<file path="src/rtl/regfile_dump_tx.sv">
// regfile_dump_tx: streams registers 0..NUM_REGS-1 read over SA/A as 8N1 serial frames on tx.
// Defining REGDUMP_PARITY_EN inserts an even-parity bit (8E1 frames).
module regfile_dump_tx #(
  parameter int CLKS_PER_BIT = 16,
  parameter int NUM_REGS     = 8
) (
  input  logic       clk,
  input  logic       rst,
  input  logic       start,
  output logic [2:0] SA,
  input  logic [7:0] A,
  output logic       tx,
  output logic       busy,
  output logic       done
);
  localparam int BW = $clog2(CLKS_PER_BIT);

  typedef enum logic [2:0] {
    IDLE, SEL, START, DATA,
`ifdef REGDUMP_PARITY_EN
    PAR,
`endif
    STOP, DONE
  } state_t;

  state_t          state_q;
  logic [2:0]      idx_q;
  logic [7:0]      sh_q;
  logic [BW-1:0]   baud_q;
  logic [2:0]      bit_q;
  logic            tx_q;
  logic            busy_q;
  logic            done_q;
`ifdef REGDUMP_PARITY_EN
  logic            par_q;
`endif
  logic            baud_wrap;
  logic            framing;
  logic            last;

  assign baud_wrap = baud_q == BW'(CLKS_PER_BIT - 1);
  assign framing   = state_q != IDLE && state_q != SEL && state_q != DONE;
  assign last      = idx_q == 3'(NUM_REGS - 1);
  assign SA        = idx_q;
  assign tx        = tx_q;
  assign busy      = busy_q;
  assign done      = done_q;

  always_ff @(posedge clk or negedge rst) begin
    if (!rst) begin
      state_q <= IDLE;
      idx_q   <= '0;
      sh_q    <= '0;
      baud_q  <= '0;
      bit_q   <= '0;
      tx_q    <= 1'b1;
      busy_q  <= 1'b0;
      done_q  <= 1'b0;
`ifdef REGDUMP_PARITY_EN
      par_q   <= 1'b0;
`endif
    end else begin
      baud_q <= (framing && !baud_wrap) ? baud_q + 1'b1 : '0;
      case (state_q)
        IDLE: if (start) begin
          state_q <= SEL;
          idx_q   <= '0;
          busy_q  <= 1'b1;
        end
        SEL: begin
          sh_q    <= A;
`ifdef REGDUMP_PARITY_EN
          par_q   <= ^A;
`endif
          tx_q    <= 1'b0;
          state_q <= START;
        end
        START: if (baud_wrap) begin
          state_q <= DATA;
          bit_q   <= '0;
          tx_q    <= sh_q[0];
        end
        DATA: if (baud_wrap) begin
          if (bit_q == 3'd7) begin
`ifdef REGDUMP_PARITY_EN
            state_q <= PAR;
            tx_q    <= par_q;
`else
            state_q <= STOP;
            tx_q    <= 1'b1;
`endif
          end else begin
            bit_q <= bit_q + 1'b1;
            sh_q  <= sh_q >> 1;
            tx_q  <= sh_q[1];
          end
        end
`ifdef REGDUMP_PARITY_EN
        PAR: if (baud_wrap) begin
          state_q <= STOP;
          tx_q    <= 1'b1;
        end
`endif
        STOP: if (baud_wrap) begin
          // idx clears on the way into DONE so SA reads 0 once idle again
          state_q <= last ? DONE : SEL;
          idx_q   <= last ? 3'd0 : idx_q + 1'b1;
          done_q  <= last;
          busy_q  <= !last;
        end
        DONE: begin
          done_q  <= 1'b0;
          state_q <= IDLE;
        end
        default: state_q <= IDLE;
      endcase
    end
  end
endmodule
</file>
<file path="config.mk">
export PLATFORM = sky130hd
export DESIGN_NAME = regfile_dump_tx
export DESIGN_NICKNAME = d
export VERILOG_FILES = /design/src/rtl/regfile_dump_tx.sv
export SDC_FILE = /design/constraint.sdc
export NUM_CORES = 1
export LEC_CHECK = 0
export ABC_AREA = 1
export CAP_MARGIN = 20
export CORE_MARGIN = 2
export CORE_UTILIZATION = 23
export DETAILED_ROUTE_END_ITERATION = 10
export MAX_ROUTING_LAYER = met4
export SLEW_MARGIN = 20
export SYNTH_ARGS = -nofsm -noshare
export SYNTH_HDL_FRONTEND = slang
export SYNTH_SLANG_ARGS = --single-unit
</file>
<file path="constraint.sdc">
create_clock -name clk -period 3.55 [get_ports clk]
set_input_delay 1.065 -clock clk [delete_from_list [all_inputs] [get_ports clk]]
set_output_delay 1.065 -clock clk [all_outputs]
set_load 0.01 [all_outputs]
</file>
Word level (Yosys, flattened, before mapping)

Index checks and enable logic that the tools add are counted.
Widths: inputs -> output; s select.

Bits of input ports: 11
Output and inout bits: 6
Logic and storage cells: 73
Register bits: 24

Muxes and demuxes: 28
Reductions and logical operators: 18
Add/subtract/negate cells: 3
Equality and inequality tests: 16

Operators with widths:

| operator            | count |
|---|---|
| $mux 3              | 12 |
| $mux 8              | 2 |
| $pmux 8 s2          | 1 |
| $pmux 3 s5          | 1 |
| $eq 3x3->1 const B  | 4 |
| $ne 2x2->1 const B  | 6 |
| $pmux 3 s2          | 2 |
| $reduce_and 3->1    | 3 |
| $reduce_bool 2->1   | 4 |
| $add 3x1->3 const B | 2 |
| $eq 3x2->1 const B  | 2 |
| $mux 1              | 6 |
| $reduce_bool 3->1   | 2 |
| $reduce_and 5->1    | 1 |
| $add 4x1->4 const B | 1 |
| $eq 4x4->1 const B  | 1 |
| $mux 4              | 1 |
| $pmux 1 s2          | 2 |
| $reduce_and 4->1    | 1 |
| $eq 3x1->1 const B  | 1 |
| $logic_and 1x1->1   | 3 |
| $logic_not 3->1     | 1 |
| $ne 3x1->1 const B  | 1 |
| $ne 3x3->1 const B  | 1 |
| 3 further kinds     | 4 |

Longest topological paths before layout

Gate-level depths: netlist of the first run.

Depth after elaboration: 5
Depth in mapped cells: 8
Gate-level depth less buffers: 8

Worst setup path before layout of the first run

Ideal clock, no wire load.

Kind: reg-to-output
From: reg tx_q (netlist: tx)
To: out tx
Data required time: 2.485 ns
Arrival time: 0.529 ns
Buffers on the path: 0
Cell stages (with the launch flop): 1
Setup slack: 1.956 ns
Path through: dfstp_2

RTL lines:

| element                | RTL line | text |
|---|---|---|
| from (decl)            | 31       | `logic tx_q;` |
| from (signal assigned) | 81       | `tx_q <= sh_q[0];` |
| from (signal assigned) | 95       | `tx_q <= sh_q[1];` |
| to (decl)              | 12       | `output logic tx,` |

No word-level cell between the ends.

Worst setup path in the final report of the first run

From: reg tx_q (netlist: tx)
To: out tx

No word-level cell between the ends.

==> results.txt, run 1 <==
----------------------------------------------------
[Status]
  Outcome ... completed

[GRT]
  Wire length of the first global-routing pass ... 4480 µm
  Maximum number of pins on one net before global-route repair ... 25
  Combined global-route utilization of all metal layers ... 9.29%
  Antenna violations before repair ... 0
  Number of global-route vias before repair ... 1053
  Total grt overflow ... 0

[Timing]
  Final setup viols ... 0
  Slew at the pin closest to its max-slew limit ... 326 ps
  Count of final hold-check violations ... 0
  Final setup TNS ... 0 ps
  Worst relative slew slack ... 78.2%
  Highest Clock Rate ... 0.415 GHz
  Clock Skews ... 8.81 ps
  Part of the cycle the worst path needs ... 67.9%
  Setup repair after global routing missed its margin ... false
  Max Slew Vio Count ... 0
  Worst Hold Margin ... 466 ps
  Final worst path period need ... 2410 ps

[Drt]
  Total wire length after detailed routing ... 2480 µm
  WL/cell ... 9.85 µm
  Final ANT Viol Nets ... 0
  First-pass iteration count of the detailed router ... 4
  Initial detailed-routing violation count ... 47
  Average via count per standard cell ... 4.23
  DRC viols ... 0
  Via count ... 1066

[Logic synthesis]
  Cells after Synth ... 163
  EDFF count, synth ... 0
  Library cell with the largest summed area after synthesis ... dfrtp_1
  Top FF cell, synth ... dfrtp_1
  Count of different cell masters after synthesis ... 21
  Most common cell in the netlist ... nand2_1
  Async set or reset register ratio after synthesis ... 100%
  Fraction of post-synthesis cell area in the top cell type by area ... 45.7%
  Number of flip-flops and latches in the synthesized netlist ... 24
  Total nets after synthesis ... 179
  List of most frequent post-synthesis cells ... 69 x nand2_1, 23 x dfrtp_1, 15 x nand3_1
  Sequential element share of the synthesized area ... 47.8%
  Largest cells by area after synthesis ... dfrtp_1 46%, nand2_1 21%, nand3_1 6.0%
  Mapped cell area ... 1260 µm²
  Total number of yosys warnings ... 0
  Mean area per synthesized cell ... 7.73 µm²

[Clock network]
  Post-CTS setup repair buffer count ... 0
  TritonCTS clock tree ... yes
  Clock latency reported for the late side of the worst-skew pair ... 280 ps
  CTS Root Cell ... clkbuf_8
  Number of gates given a new drive strength after cts ... 0
  Register clock-pin slew on the reported worst setup and hold paths ... 100 ps
  TritonCTS buffer count ... 3
  CTS hold repair buffers ... 0
  Sink count of the clock tree ... 24
  Htree depth ... 1
  Number of buffers between clock root and the deepest sink ... 2

[Critical path]
  Endpoint arrival time on the critical path ... 1350 ps
  Buffers and inverters on the worst path ... 1
  Critical setup path kind ... reg2out
  Start point of the critical path ... tx
  Worst stage delay on the critical path ... 540 ps
  Highest-delay cell along the critical path ... dfstp_2
  Chain of cells forming the critical path ... clkdlybuf4s50_1
  Worst reg2reg startpoint ... state_q[0]
  CP Data Required Time ... 2480 ps
  Category of the worst setup path launch point ... register
  Crit path capture type ... primary output
  Maximum fanout count along the critical path ... 2
  Kind of cell adding the most delay to the critical path ... flip-flops
  Register-to-register path setup slack ... 2110 ps

[Power]
  Cell-internal power ... 0.000730 W
  Worst VDD drop ... 0.292 mV
  Part of the power in registers ... 35.6%
  Clock network fraction of total power ... 19.5%
  Total power draw ... 0.00127 W
  Switching portion of total power ... 42.7%
  Static Leakage ... 0.786 nW
  Power spent charging and discharging nets ... 0.000544 W
  Pwr per Cell Area ... 810 nW/µm²
  Gate power share ... 45.0%

[Floorplan]
  Number of top-level pins ... 17
  Die W ... 78.0 µm
  Site Rows ... 26
  Core area ... 5200 µm²
  Initial standard-cell utilization of the core ... 24.2%
  Area of the die ... 6090 µm²
  Vertical extent of the die ... 78.0 µm

[Cells and area]
  Area of combinational cells with multiple inputs ... 608 µm²
  Number of nets in the layout ... 199
  Share of post-route cells with drive strength above 1 ... 7.69%
  Register Area ... 602 µm²
  Antenna cell count ... 0
  Area growth from synthesis to final layout ... 24.9%
  Filler instances ... 579

[Placed design]
  DPL Wire Length ... 1820 µm
  Port Buf Inserts ... 16
  Final weighted congestion of routability-driven global placement ... 0.767

[Job]
  Max Cap Violations ... 0

[Worst hold path]
  Path category of the worst min-delay check ... reg2reg
  Startpoint of the worst hold path ... baud_q[0]

----------------------------------------------------
sequential cells by signal (all words and copies together) (netlist names):
register and count:
tx 1, state_q 3, bit_q 3, done 1
sh_q 8, busy 1, SA 3, baud_q 4
worst paths after layout:
path / end / cells past startpoint
worst max-delay path: tx / 1
max in group asynchronous: tx / 2
worst min-delay path: baud_q[0] / 1
worst max register to register: bit_q[1] / 7
min in group asynchronous: sh_q[7] / 2
worst min register to register: baud_q[0] / 1
per-stage QoR:
step	util, %	worst slack (ps)	cell area (µm²)	std cells
3_5_place_dp	28.9	1420	1500	248
4_1_cts	30.2	1130	1570	252
2_1_floorplan	-	1960	1260	163
3_3_place_gp	28.9	1460	1500	248
5_1_grt	30.2	1090	1570	252
6_report	30.2	1140	1570	252
placed cells by master, fill, tap and decap left out, drive strengths merged:
cell type | netlist | routed
clkdlybuf4s50 | 0 | 16
clkbuf | 0 | 3
buf | 2 | 1
nor3b | 1 | 1
inv | 10 | 10
nand3b | 1 | 1
o21ai | 10 | 10
nand3 | 16 | 16
dfstp | 1 | 1
ha | 5 | 5
bufinv | 0 | 1
xor2 | 1 | 1
or2 | 1 | 1
dfrtp | 23 | 23
nand2 | 74 | 74
nor2 | 14 | 14
a21oi | 4 | 4
cell families (layout without fill, tap and decap cells):
kind of cell	count (synthesis)	in the layout	share of synthesized area (%)
buffers and inverters	12	31	3.97
and+or+nand+nor	107	107	37.0
xor gates and xnor gates	1	1	0.695
AOI/OAI and AO/OA	14	14	5.56
DFF	24	24	47.8
adders and majority gates	5	5	4.97
layer usage:
layer | part of all wire, % | GRT usage, % | routed length (µm) | vias to the layer above
met5 | 0 | - | 0 | -
met4 | 2.4 | 4.74 | 59 | 0
met3 | 2.1 | 1.38 | 53 | 5
met2 | 46 | 14.3 | 1130 | 22
met1 | 50 | 11.9 | 1240 | 484
li1 | - | - | - | 555
power by group through the flow:
stage	logic [W]	registers (W)	clock network, W
6_report	0.000573	0.000453	0.000248
3_5_place_dp	0.000580	0.000459	0
5_1_grt	0.000676	0.000470	0.000261
2_1_floorplan	0.000461	0.000442	0
3_3_place_gp	0.000573	0.000457	0
4_1_cts	0.000582	0.000453	0.000252
area by class of cell:
class	count	area share, %
Clock inverter	1	1.91
Tap cell	70	5.56
Sequential cell	24	38.2
Multi-Input combinational cell	127	38.6
Timing Repair Buffer	17	10.7
Inverter	10	2.38
Clock buffer	3	2.62
(Power assumes the default switching activity.)
==> run 2, diff against run 1 <==
==> constraint.sdc (replaced) <==
create_clock -name clk -period 1.94 [get_ports clk]
set_input_delay 0.582 -clock clk [delete_from_list [all_inputs] [get_ports clk]]
set_output_delay 0.582 -clock clk [all_outputs]
set_load 0.01 [all_outputs]
==> run 2 against run 1 <==
Net effect: wire length decreased by 2.3%; sequential power increased by 83%; clock skew increased by 3.9 ps; critical path type unchanged; highest routed layer unchanged.
==> results.txt, run 2 (same netlist as run 1, synthesis figures left out) <==
----------------------------------------------------
[Status]
  Outcome ... completed

[GRT]
  Antenna violations before repair ... 0
  Maximum number of pins on one net before global-route repair ... 25
  Combined global-route utilization of all metal layers ... 9.22%
  Wire length of the first global-routing pass ... 4370 µm
  Total grt overflow ... 0
  Number of global-route vias before repair ... 1010

[Worst hold path]
  Path category of the worst min-delay check ... reg2reg

[Critical path]
  Maximum fanout count along the critical path ... 4
  Chain of cells forming the critical path ... clkdlybuf4s50_1
  Register-to-register path setup slack ... 500 ps
  Kind of cell adding the most delay to the critical path ... buffers and inverters
  Worst stage delay on the critical path ... 560 ps
  Buffers and inverters on the worst path ... 1
  CP Data Required Time ... 1360 ps
  Critical setup path kind ... reg2out
  Category of the worst setup path launch point ... register
  Highest-delay cell along the critical path ... clkdlybuf4s50_1
  Endpoint arrival time on the critical path ... 1230 ps
  Crit path capture type ... primary output

[Floorplan]
  Area of the die ... 6090 µm²
  Core area ... 5200 µm²
  Vertical extent of the die ... 78.0 µm
  Site Rows ... 26
  Number of top-level pins ... 17
  Die W ... 78.0 µm
  Initial standard-cell utilization of the core ... 24.2%

[Power]
  Pwr per Cell Area ... 1460 nW/µm²
  Static Leakage ... 0.795 nW
  Worst VDD drop ... 0.407 mV

[Drt]
  WL/cell ... 9.63 µm
  DRC viols ... 0
  Total wire length after detailed routing ... 2430 µm
  Average via count per standard cell ... 4.08
  Final ANT Viol Nets ... 0
  Initial detailed-routing violation count ... 72
  Via count ... 1028
  First-pass iteration count of the detailed router ... 4

[Clock network]
  CTS Root Cell ... clkbuf_8
  Sink count of the clock tree ... 24
  CTS hold repair buffers ... 0
  Clock latency reported for the late side of the worst-skew pair ... 270 ps
  Number of buffers between clock root and the deepest sink ... 2
  Register clock-pin slew on the reported worst setup and hold paths ... 80 ps
  TritonCTS clock tree ... yes
  Htree depth ... 1
  TritonCTS buffer count ... 3

[Cells and area]
  Antenna cell count ... 0
  Utilization after layout ... 30.3%
  Most used cells in the layout excluding fill and tap cells ... 69 x nand2_1, 23 x dfrtp_1, 15 x nand3_1, 15 x clkdlybuf4s50_1, 13 x nor2_1
  Registers with the highest flip-flop counts ... sh_q: 8 flops, baud_q: 4 flops
  Number of nets in the layout ... 199
  Area growth from synthesis to final layout ... 25.1%
  Flip-flop count of the largest register, all copies and words added ... 8
  Most common cell after layout, fill and taps aside ... nand2_1
  Share of post-route cells with drive strength above 1 ... 7.69%
  Register with the highest flop count ... sh_q

[Placed design]
  DPL Wire Length ... 1760 µm
  Port Buf Inserts ... 16
  Worst setup slack before clock tree synthesis ... 276 ps
  Final weighted congestion of routability-driven global placement ... 0.770

[Timing]
  Clock Skews ... 12.7 ps
  Final setup viols ... 0
  Final setup TNS ... 0 ps
  Final worst path period need ... 1810 ps
  Worst Hold Margin ... 464 ps
  Slew at the pin closest to its max-slew limit ... 351 ps
  Worst relative slew slack ... 76.6%
  Highest Clock Rate ... 0.553 GHz
  Worst setup slack after layout ... 132 ps
  Max Slew Vio Count ... 0
  Count of final hold-check violations ... 0
  Part of the cycle the worst path needs ... 93.2%
  Setup repair after global routing missed its margin ... false

[Job]
  Max Cap Violations ... 0

----------------------------------------------------
-- run 2: cell count changes in the layout (fill, tap and decap cells not counted) --
cell | before | now
clkdlybuf4s50_1 | 16 | 15
dlymetal6s2s_1 | 0 | 1
-- run 2: what timing repair did --
action                                  4_1_cts  5_1_grt
setup buffers                                 0        0
resized for setup                             0        1
endpoints found under the setup margin        0        1
hold endpoints to repair                      0        0
-- run 2: per-layer routing --
metal	vias up	track usage [%]	share of wire, %
met4	0	4.74	2.4
met5	-	-	0
met1	456	11.9	50
met3	5	1.38	1.6
met2	10	14.1	46
li1	557	-	-
-- run 2: per-stage QoR --
stage          area [µm²]  std cells  power, W
5_1_grt              1580        252   0.00255
3_5_place_dp         1500        248   0.00189
4_1_cts              1570        252   0.00234
2_1_floorplan        1260        163   0.00165
3_3_place_gp         1500        248   0.00188
6_report             1580        252   0.00231
-- run 2: final timing paths --
path / endpoint / cells past startpoint / from
max reg2reg: bit_q[1] / 7 / state_q[0]
min in group asynchronous: baud_q[2] / 2 / rst
min: baud_q[0] / 1 / baud_q[0]
min reg2reg: baud_q[0] / 1 / baud_q[0]
max: SA[0] / 1 / SA[0]
max in group asynchronous: tx / 2 / rst
-- run 2: layout make-up --
cell class | instances | area, µm²
Fill cell | 580 | 3630
Multi-Input combinational cell | 127 | 608
Sequential cell | 24 | 602
Timing Repair Buffer | 17 | 170
Tap cell | 70 | 87.6
Clock buffer | 3 | 41.3
Inverter | 10 | 37.5
Clock inverter | 1 | 30.0
-- run 2: where the power goes --
part | leakage (nW) | internal, W | switching [W]
registers | 0.300 | 0.000693 | 0.000135
clock network | 0.0357 | 0.000276 | 0.000169
logic | 0.459 | 0.000364 | 0.000672
total | 0.795 | 0.00133 | 0.000976
